`config.mk`:
```
export PLATFORM = sky130hd
export DESIGN_NAME = nw_job_controller
export DESIGN_NICKNAME = d
export VERILOG_FILES = /design/src/rtl/nw_job_controller.sv
export SDC_FILE = /design/constraint.sdc
export NUM_CORES = 1
export LEC_CHECK = 0
export ABC_AREA = 1
export CORE_MARGIN = 2
export CORE_UTILIZATION = 48
export DETAILED_ROUTE_END_ITERATION = 12
export GPL_TIMING_DRIVEN = 0
export PLACE_DENSITY = 0.91
export SETUP_SLACK_MARGIN = 0.3
export SLEW_MARGIN = 20
export SYNTH_ARGS = -nofsm -noshare
export SYNTH_HDL_FRONTEND = slang
export SYNTH_SLANG_ARGS = --single-unit
```
`constraint.sdc`:
```
create_clock -name clk -period 5.7 [get_ports clk]
set_clock_uncertainty 0.15 [all_clocks]
set_input_delay 0.57 -clock clk [delete_from_list [all_inputs] [get_ports clk]]
set_output_delay 0.57 -clock clk [all_outputs]
set_load 0.01 [all_outputs]
```
`src/rtl/nw_job_controller.sv`:
```
// nw_job_controller: runs one Needleman-Wunsch alignment job at a time on a
// systolic grid. It accepts a request, pulses the grid clear, waits for the
// grid's completion flag (or gives up at a timeout), and then holds the result
// on the response port until the consumer takes it.
module nw_job_controller #(
  parameter int LENGTH     = 10,
  parameter int CWIDTH     = 2,
  parameter int SWIDTH     = 16,
  parameter int TAGW       = 8,
  parameter int RST_CYCLES = 2,
  parameter int TIMEOUT    = 1023,
  parameter int CNTW       = 10
) (
  input  logic                       clk,
  input  logic                       reset,
  // request port
  input  logic                       req_valid,
  output logic                       req_ready,
  input  logic [LENGTH*CWIDTH-1:0]   req_s1,
  input  logic [LENGTH*CWIDTH-1:0]   req_s2,
  input  logic [TAGW-1:0]            req_tag,
  // grid side
  output logic                       grid_reset,
  output logic [LENGTH*CWIDTH-1:0]   grid_s1,
  output logic [LENGTH*CWIDTH-1:0]   grid_s2,
  input  logic [SWIDTH-1:0]          grid_score,
  input  logic                       grid_valid,
  // response port
  output logic                       rsp_valid,
  input  logic                       rsp_ready,
  output logic [SWIDTH-1:0]          rsp_score,
  output logic [TAGW-1:0]            rsp_tag,
  output logic                       rsp_timeout,
  output logic [CNTW-1:0]            rsp_cycles,
  // status
  output logic                       busy,
  output logic [15:0]                jobs_done
);

  localparam int SW = LENGTH * CWIDTH;
  // Clear-pulse counter only has to hold RST_CYCLES-1.
  localparam int RW = (RST_CYCLES > 1) ? $clog2(RST_CYCLES) : 1;
  localparam logic [RW-1:0]   RST_LOAD  = RW'(RST_CYCLES - 1);
  localparam logic [CNTW-1:0] TIMEOUT_C = CNTW'(TIMEOUT);

  localparam logic [1:0] S_IDLE  = 2'd0;
  localparam logic [1:0] S_CLEAR = 2'd1;
  localparam logic [1:0] S_RUN   = 2'd2;
  localparam logic [1:0] S_RESP  = 2'd3;

  logic [1:0]        state_q,       state_d;
  logic [RW-1:0]     rst_cnt_q,     rst_cnt_d;
  logic [CNTW-1:0]   cnt_q,         cnt_d;
  logic [SW-1:0]     s1_q,          s1_d;
  logic [SW-1:0]     s2_q,          s2_d;
  logic [TAGW-1:0]   tag_q,         tag_d;
  logic [SWIDTH-1:0] rsp_score_q,   rsp_score_d;
  logic [TAGW-1:0]   rsp_tag_q,     rsp_tag_d;
  logic              rsp_timeout_q, rsp_timeout_d;
  logic [CNTW-1:0]   rsp_cycles_q,  rsp_cycles_d;
  logic [15:0]       jobs_q,        jobs_d;

  // RUN cycles consumed including the current one.
  logic [CNTW-1:0]   run_cnt;
  assign run_cnt = cnt_q + 1'b1;

  // Next-state and datapath update for the job sequencer.
  always_comb begin
    // NOTE: every _d starts as its _q so no path through the case leaves a
    // signal unassigned; that is what keeps this block free of latches.
    state_d       = state_q;
    rst_cnt_d     = rst_cnt_q;
    cnt_d         = cnt_q;
    s1_d          = s1_q;
    s2_d          = s2_q;
    tag_d         = tag_q;
    rsp_score_d   = rsp_score_q;
    rsp_tag_d     = rsp_tag_q;
    rsp_timeout_d = rsp_timeout_q;
    rsp_cycles_d  = rsp_cycles_q;
    jobs_d        = jobs_q;

    case (state_q)
      S_IDLE: begin
        if (req_valid) begin
          s1_d      = req_s1;
          s2_d      = req_s2;
          tag_d     = req_tag;
          rst_cnt_d = RST_LOAD;
          state_d   = S_CLEAR;
        end
      end

      S_CLEAR: begin
        // The entry cycle counts as the first clear cycle.
        if (rst_cnt_q == '0) begin
          cnt_d   = '0;
          state_d = S_RUN;
        end else begin
          rst_cnt_d = rst_cnt_q - 1'b1;
        end
      end

      S_RUN: begin
        cnt_d = run_cnt;
        // The first RUN cycle ignores grid_valid: the flag may still be left
        // over from the previous job before the clear has propagated.
        if (grid_valid && (cnt_q != '0)) begin
          rsp_score_d   = grid_score;
          rsp_cycles_d  = run_cnt;
          rsp_timeout_d = 1'b0;
          rsp_tag_d     = tag_q;
          state_d       = S_RESP;
        end else if (run_cnt == TIMEOUT_C) begin
          rsp_score_d   = '0;
          rsp_cycles_d  = TIMEOUT_C;
          rsp_timeout_d = 1'b1;
          rsp_tag_d     = tag_q;
          state_d       = S_RESP;
        end
      end

      S_RESP: begin
        if (rsp_ready) begin
          jobs_d  = jobs_q + 16'd1;
          state_d = S_IDLE;
        end
      end

      default: state_d = S_IDLE;
    endcase
  end

  // State registers with synchronous reset; reset drops any in-flight job.
  always_ff @(posedge clk) begin
    // NOTE: registers are written with <= so every flop samples the values
    // from before this edge, independent of statement order.
    if (reset) begin
      state_q       <= S_IDLE;
      rst_cnt_q     <= '0;
      cnt_q         <= '0;
      s1_q          <= '0;
      s2_q          <= '0;
      tag_q         <= '0;
      rsp_score_q   <= '0;
      rsp_tag_q     <= '0;
      rsp_timeout_q <= 1'b0;
      rsp_cycles_q  <= '0;
      jobs_q        <= '0;
    end else begin
      state_q       <= state_d;
      rst_cnt_q     <= rst_cnt_d;
      cnt_q         <= cnt_d;
      s1_q          <= s1_d;
      s2_q          <= s2_d;
      tag_q         <= tag_d;
      rsp_score_q   <= rsp_score_d;
      rsp_tag_q     <= rsp_tag_d;
      rsp_timeout_q <= rsp_timeout_d;
      rsp_cycles_q  <= rsp_cycles_d;
      jobs_q        <= jobs_d;
    end
  end

  // Handshake and grid controls decode straight from the state register.
  assign req_ready   = (state_q == S_IDLE);
  assign busy        = (state_q != S_IDLE);
  assign rsp_valid   = (state_q == S_RESP);
  // Grid is held clear everywhere except while it is computing.
  assign grid_reset  = (state_q != S_RUN);

  assign grid_s1     = s1_q;
  assign grid_s2     = s2_q;
  assign rsp_score   = rsp_score_q;
  assign rsp_tag     = rsp_tag_q;
  assign rsp_timeout = rsp_timeout_q;
  assign rsp_cycles  = rsp_cycles_q;
  assign jobs_done   = jobs_q;

endmodule

```
After elaboration in Yosys (flattened, before gate mapping)
Cells that the tools add are included.

Bits in registers: 112. Latch bits: 0. Bits in writable memories: 0. Memory bits (read-only): 0. Input bits: 69. Word-level logic and storage cells: 55. Memories kept: 0.

Add/sub/neg operators: 3. Multipliers: 0. Divide/modulo/power cells: 0. $lt $le $gt $ge: 0. Equal/unequal tests: 9. Shift operators: 0. Muxes and demuxes: 19. Bitwise logic cells: 0. Reductions and logical operators: 13.

Operators by type and width (number): 16-bit 2-to-1 mux (2); 10-bit 2-to-1 mux (3); 10-bit one-hot mux with 2 select lines (1); 16-bit by 1-bit adder with 16-bit output, second input constant (1); 8-bit 2-to-1 mux (2); 10-bit by 1-bit adder with 10-bit output, second input constant (1); 10-bit equality test, second input constant (1); 2-bit 2-to-1 mux (5); 2-bit AND reduction (5); 10-bit nonzero test (1); 2-bit one-hot mux with 4 select lines (1); 2-bit nonzero test (4); 2-bit != test, second input constant (3); 2-bit equality test, second input constant (2); 1-bit 2-to-1 mux (4); 4-bit AND reduction (1); 3-bit != test, second input constant (1); 2-bit by 1-bit equality test with 1-bit output, second input constant (1); 2-bit zero test (1); 2-bit by 1-bit != test with 1-bit output, second input constant (1); 1-bit one-hot mux with 2 select lines (1); 1-bit logical AND (1); 1-bit subtractor, second input constant (1).

Depth between registers and ports, before layout
Depth after elaboration: 5. Depth in mapped cells: 16. Gate-level depth less buffers: 15.

Worst setup path before layout
Ideal clock, no wire load.

Kind: reg-to-reg. Start point: register state_q[1]. End point: register jobs_q[15] (netlist: jobs_done[15]). Library setup time: 0.119 ns. Arrival time: 1.691 ns. Path slack: 3.739 ns. Stages on the path, launching flop included: 13. Cell sequence: dfxtp_1 ha_1 nand2_1 inv_1 nand2_1 nor2_1 nand3_1 nor2_1 nand2_1 nor2_1 nand2_1 o21ai_0 a21oi_1.

Longest elaborated chain between the ends: 2.

RTL lines: start: declaration (line 51) `logic [1:0] state_q, state_d;`; start signal: assignment (line 151) `state_q <= state_d;`; 2-bit equality test; via rsp_valid (line 29) `output logic rsp_valid,`; 2-bit AND reduction (no source line); end signal: assignment (line 161) `jobs_q <= jobs_d;`; end: declaration (line 61) `logic [15:0] jobs_q, jobs_d;`.

The timed path passes the listed nets, and every way through them passes these cells. A chain may end at the register's enable or synchronous reset.

Final worst setup path
Start point: register state_q[0]. End point: output port grid_reset.

Longest elaborated chain between the ends: 1.

RTL lines: 2-bit != test (line 170) `assign grid_reset = (state_q != S_RUN);`; end: declaration (line 23) `output logic grid_reset,`.

No other way between the ends.

==> flow_summary.ini <==
[status]
status = completed

[sta]
setup_viol = 0
hold_viol_final = 0
drv_slew = 0
setup_tns_ps = 0
post-route-period-util_pct = 45.9
min_period_ps = 2620
fin_ws_ps = 3080
grt_setup_unrepaired = false
tightest_slew_ps = 718
max_freq_ghz = 0.382
max_slew_margin_pct = 52.0

[critical_path]
crit_path_start_kind = flop
required_ps = 4980
cp_max_fo = 4
crit_slowest_cell = clkdlybuf4s50_1
critPathCaptureType = output port
crit_chain = inv_1 -> ha_1 -> inv_1 -> clkdlybuf4s50_1
arrival_ps = 1900
cpMostUsedCell = inv_1
critPathKind = reg -> out
critical_path.max_stage_delay_ps = 600

[detailed_routing]
post_drt_via_cell_ratio = 4.92
num_vias = 4523
wl_um = 12300
remaining_drc_errors = 0
initialDrtViolationCount = 129
postRouteAntennaNets = 0
routedWlPerCell_um = 13.4
drt-pass1-iter-count = 7

[final_layout]
antenna_cells = 0
fin_nets = 862
utilization_pct = 71.0
drive_gt1_share_pct = 6.46
stdcell_area_sq_um = 6560
area_delta_synth_final_pct = 44.0
final_cells = 919

[yosys]
ys_types = 30
synth_seq_area_share_pct = 49.2
synth_fp_nets = 688
syn_area_sq_um = 4550
syn_inst = 611
synth-seq-cells = 112
synth.avg_cell_area_sq_um = 7.45
yosysWarnings = 0

[global_routing]
antenna_found_initial = 0
grt_usage_pct = 24.2
grt_pass1_vias = 4423
grt_max_degree = 20
grt_pass1_wl_um = 19800
grt-ovfl-total = 0

[flow_run]
maxCapViolations = 0

[placement]
place_ws_ps = 3010
port_buffers = 163
place_hpwl_um = 9480
placed_area_sq_um = 6350
gp_congestion = 0.939
post-place-cells = 903

[power_and_ir_drop]
p_per_area_nw_per_um2 = 333
p_leak_nw = 2.48
ir_worst_vdd_uv = 250

[clock_network]
cts_tree = done
path_clk_slew_ps = 100
h-tree-depth = 3
cts.path.max_buffers = 2
cts-root-buf = clkbuf_8
ctsHoldBuffers = 0
clock_insertion_delay_worst_skew_ps = 360
post_cts_buffers = 0
cts-resized-gates = 0
clock_sinks = 112
cts_buffers = 9

[floorplanning]
rows = 35
dieHeight_um = 101
start_util_pct = 49.3
die-area_sq_um = 10300
core_sq_um = 9240
die_w_um = 101
io_pins = 164

[min_path]
hold_class = reg -> reg
==> worst paths after layout <==
path	from	to	slack (ps)	depth (start not counted)
max	state_q[0]	grid_reset	3080	4
min	tag_q[4]	tag_q[4]	310	2
max reg2reg	cnt_q[0]	rsp_cycles[3]	3260	8
min reg2reg	tag_q[4]	tag_q[4]	310	2
==> critical path: cells and delay by family, from the launching register on <==
kind / cells / cell delay [ps]
buffers and inverters: 3 / 870
DFF: 1 / 390
adders and majority gates: 1 / 290
==> power by group <==
part	internal, W	switching [W]
clock network	0.000221	0.000275
logic	0.000336	0.000379
registers	0.000906	0.0000700
total	0.00146	0.000724
==> synth_stat cells <==
cell / instances / area [sq um]
a21oi_1: 44 / 220
buf_12: 1 / 20.0
buf_6: 1 / 11.3
clkbuf_1: 22 / 82.6
clkinv_1: 3 / 11.3
dfxtp_1: 112 / 2240
ha_1: 8 / 100
inv_1: 51 / 191
inv_2: 1 / 3.75
inv_8: 1 / 11.3
nand2_1: 102 / 383
nand2_2: 3 / 18.8
nand2_4: 1 / 11.3
nand2_8: 1 / 20.0
nand3_1: 18 / 90.1
nand3_2: 1 / 10.0
nand3b_1: 2 / 15.0
nand4_1: 5 / 31.3
nor2_1: 125 / 469
nor2_2: 21 / 131
nor2_4: 2 / 22.5
nor3_1: 6 / 30.0
nor3b_1: 2 / 15.0
o21a_1: 2 / 15.0
o21ai_0: 68 / 340
o21ai_1: 3 / 15.0
o22ai_1: 1 / 6.26
o31ai_2: 1 / 12.5
or2_2: 1 / 6.26
xor2_1: 2 / 17.5
==> layout make-up <==
class                           count  area, sq um
Timing Repair Buffer              163         1630
Clock buffer                       10          138
Clock inverter                      6         72.6
Buffer                             24          114
Multi-Input combinational cell    419         1980
Fill cell                         717         2680
Inverter                           56          218
Tap cell                          129          161
Sequential cell                   112         2240
==> cells by family after synthesis <==
family / count (synthesis) / synth area share (%)
adders and majority gates: 8 / 2.20
buffers and inverters: 80 / 7.28
xor gates and xnor gates: 2 / 0.385
AOI/OAI and AO/OA: 119 / 13.4
DFF: 112 / 49.2
and+or+nand+nor: 290 / 27.5
==> per-stage QoR <==
stage                     hold slack, ps  total power, W
after CTS                            313         0.00220
after global placement               291         0.00167
final                                309         0.00219
after global routing                 337         0.00231
after floorplan                      280         0.00134
after detailed placement             298         0.00170
==> sequential cells by signal (all words and copies together) (netlist names) <==
name         cells
grid_s1         20
grid_s2         20
jobs_done       16
rsp_score       16
cnt_q           10
rsp_cycles      10
rsp_tag          8
tag_q            8
state_q          2
rsp_timeout      1
rst_cnt_q        1
==> placed cells by master, fill, tap and decap left out, types with 2 or more instances in the layout <==
master,Yosys,final
dfxtp_1,112,112
o21ai_0,68,68
o21ai_1,3,3
o21a_1,2,2
nand3b_1,2,2
ha_1,8,8
nor2_2,21,21
xor2_1,2,2
nor3b_1,2,2
clkdlybuf4s50_1,0,163
nand2_2,3,3
inv_1,51,51
clkinv_1,3,3
a21oi_1,44,44
nor3_1,6,6
nor2_4,2,2
clkbuf_1,22,22
inv_6,0,3
nand4_1,5,5
nor2_1,125,125
clkbuf_8,0,10
nand2_1,102,102
nand3_1,18,18
==> routing by layer <==
| layer | share of wire, % | global-route usage [%] | routed length (um) | vias to the layer above |
|---|---|---|---|---|
| met2 | 49 | 43.5 | 6070 | 177 |
| met5 | 0 | 0 | 0 | - |
| li1 | - | - | - | 2283 |
| met3 | 9.9 | 9.66 | 1220 | 29 |
| met4 | 2.5 | 8.73 | 304 | 0 |
| met1 | 38 | 25.5 | 4720 | 2034 |
Note: power is estimated with default switching activity, not from simulation.
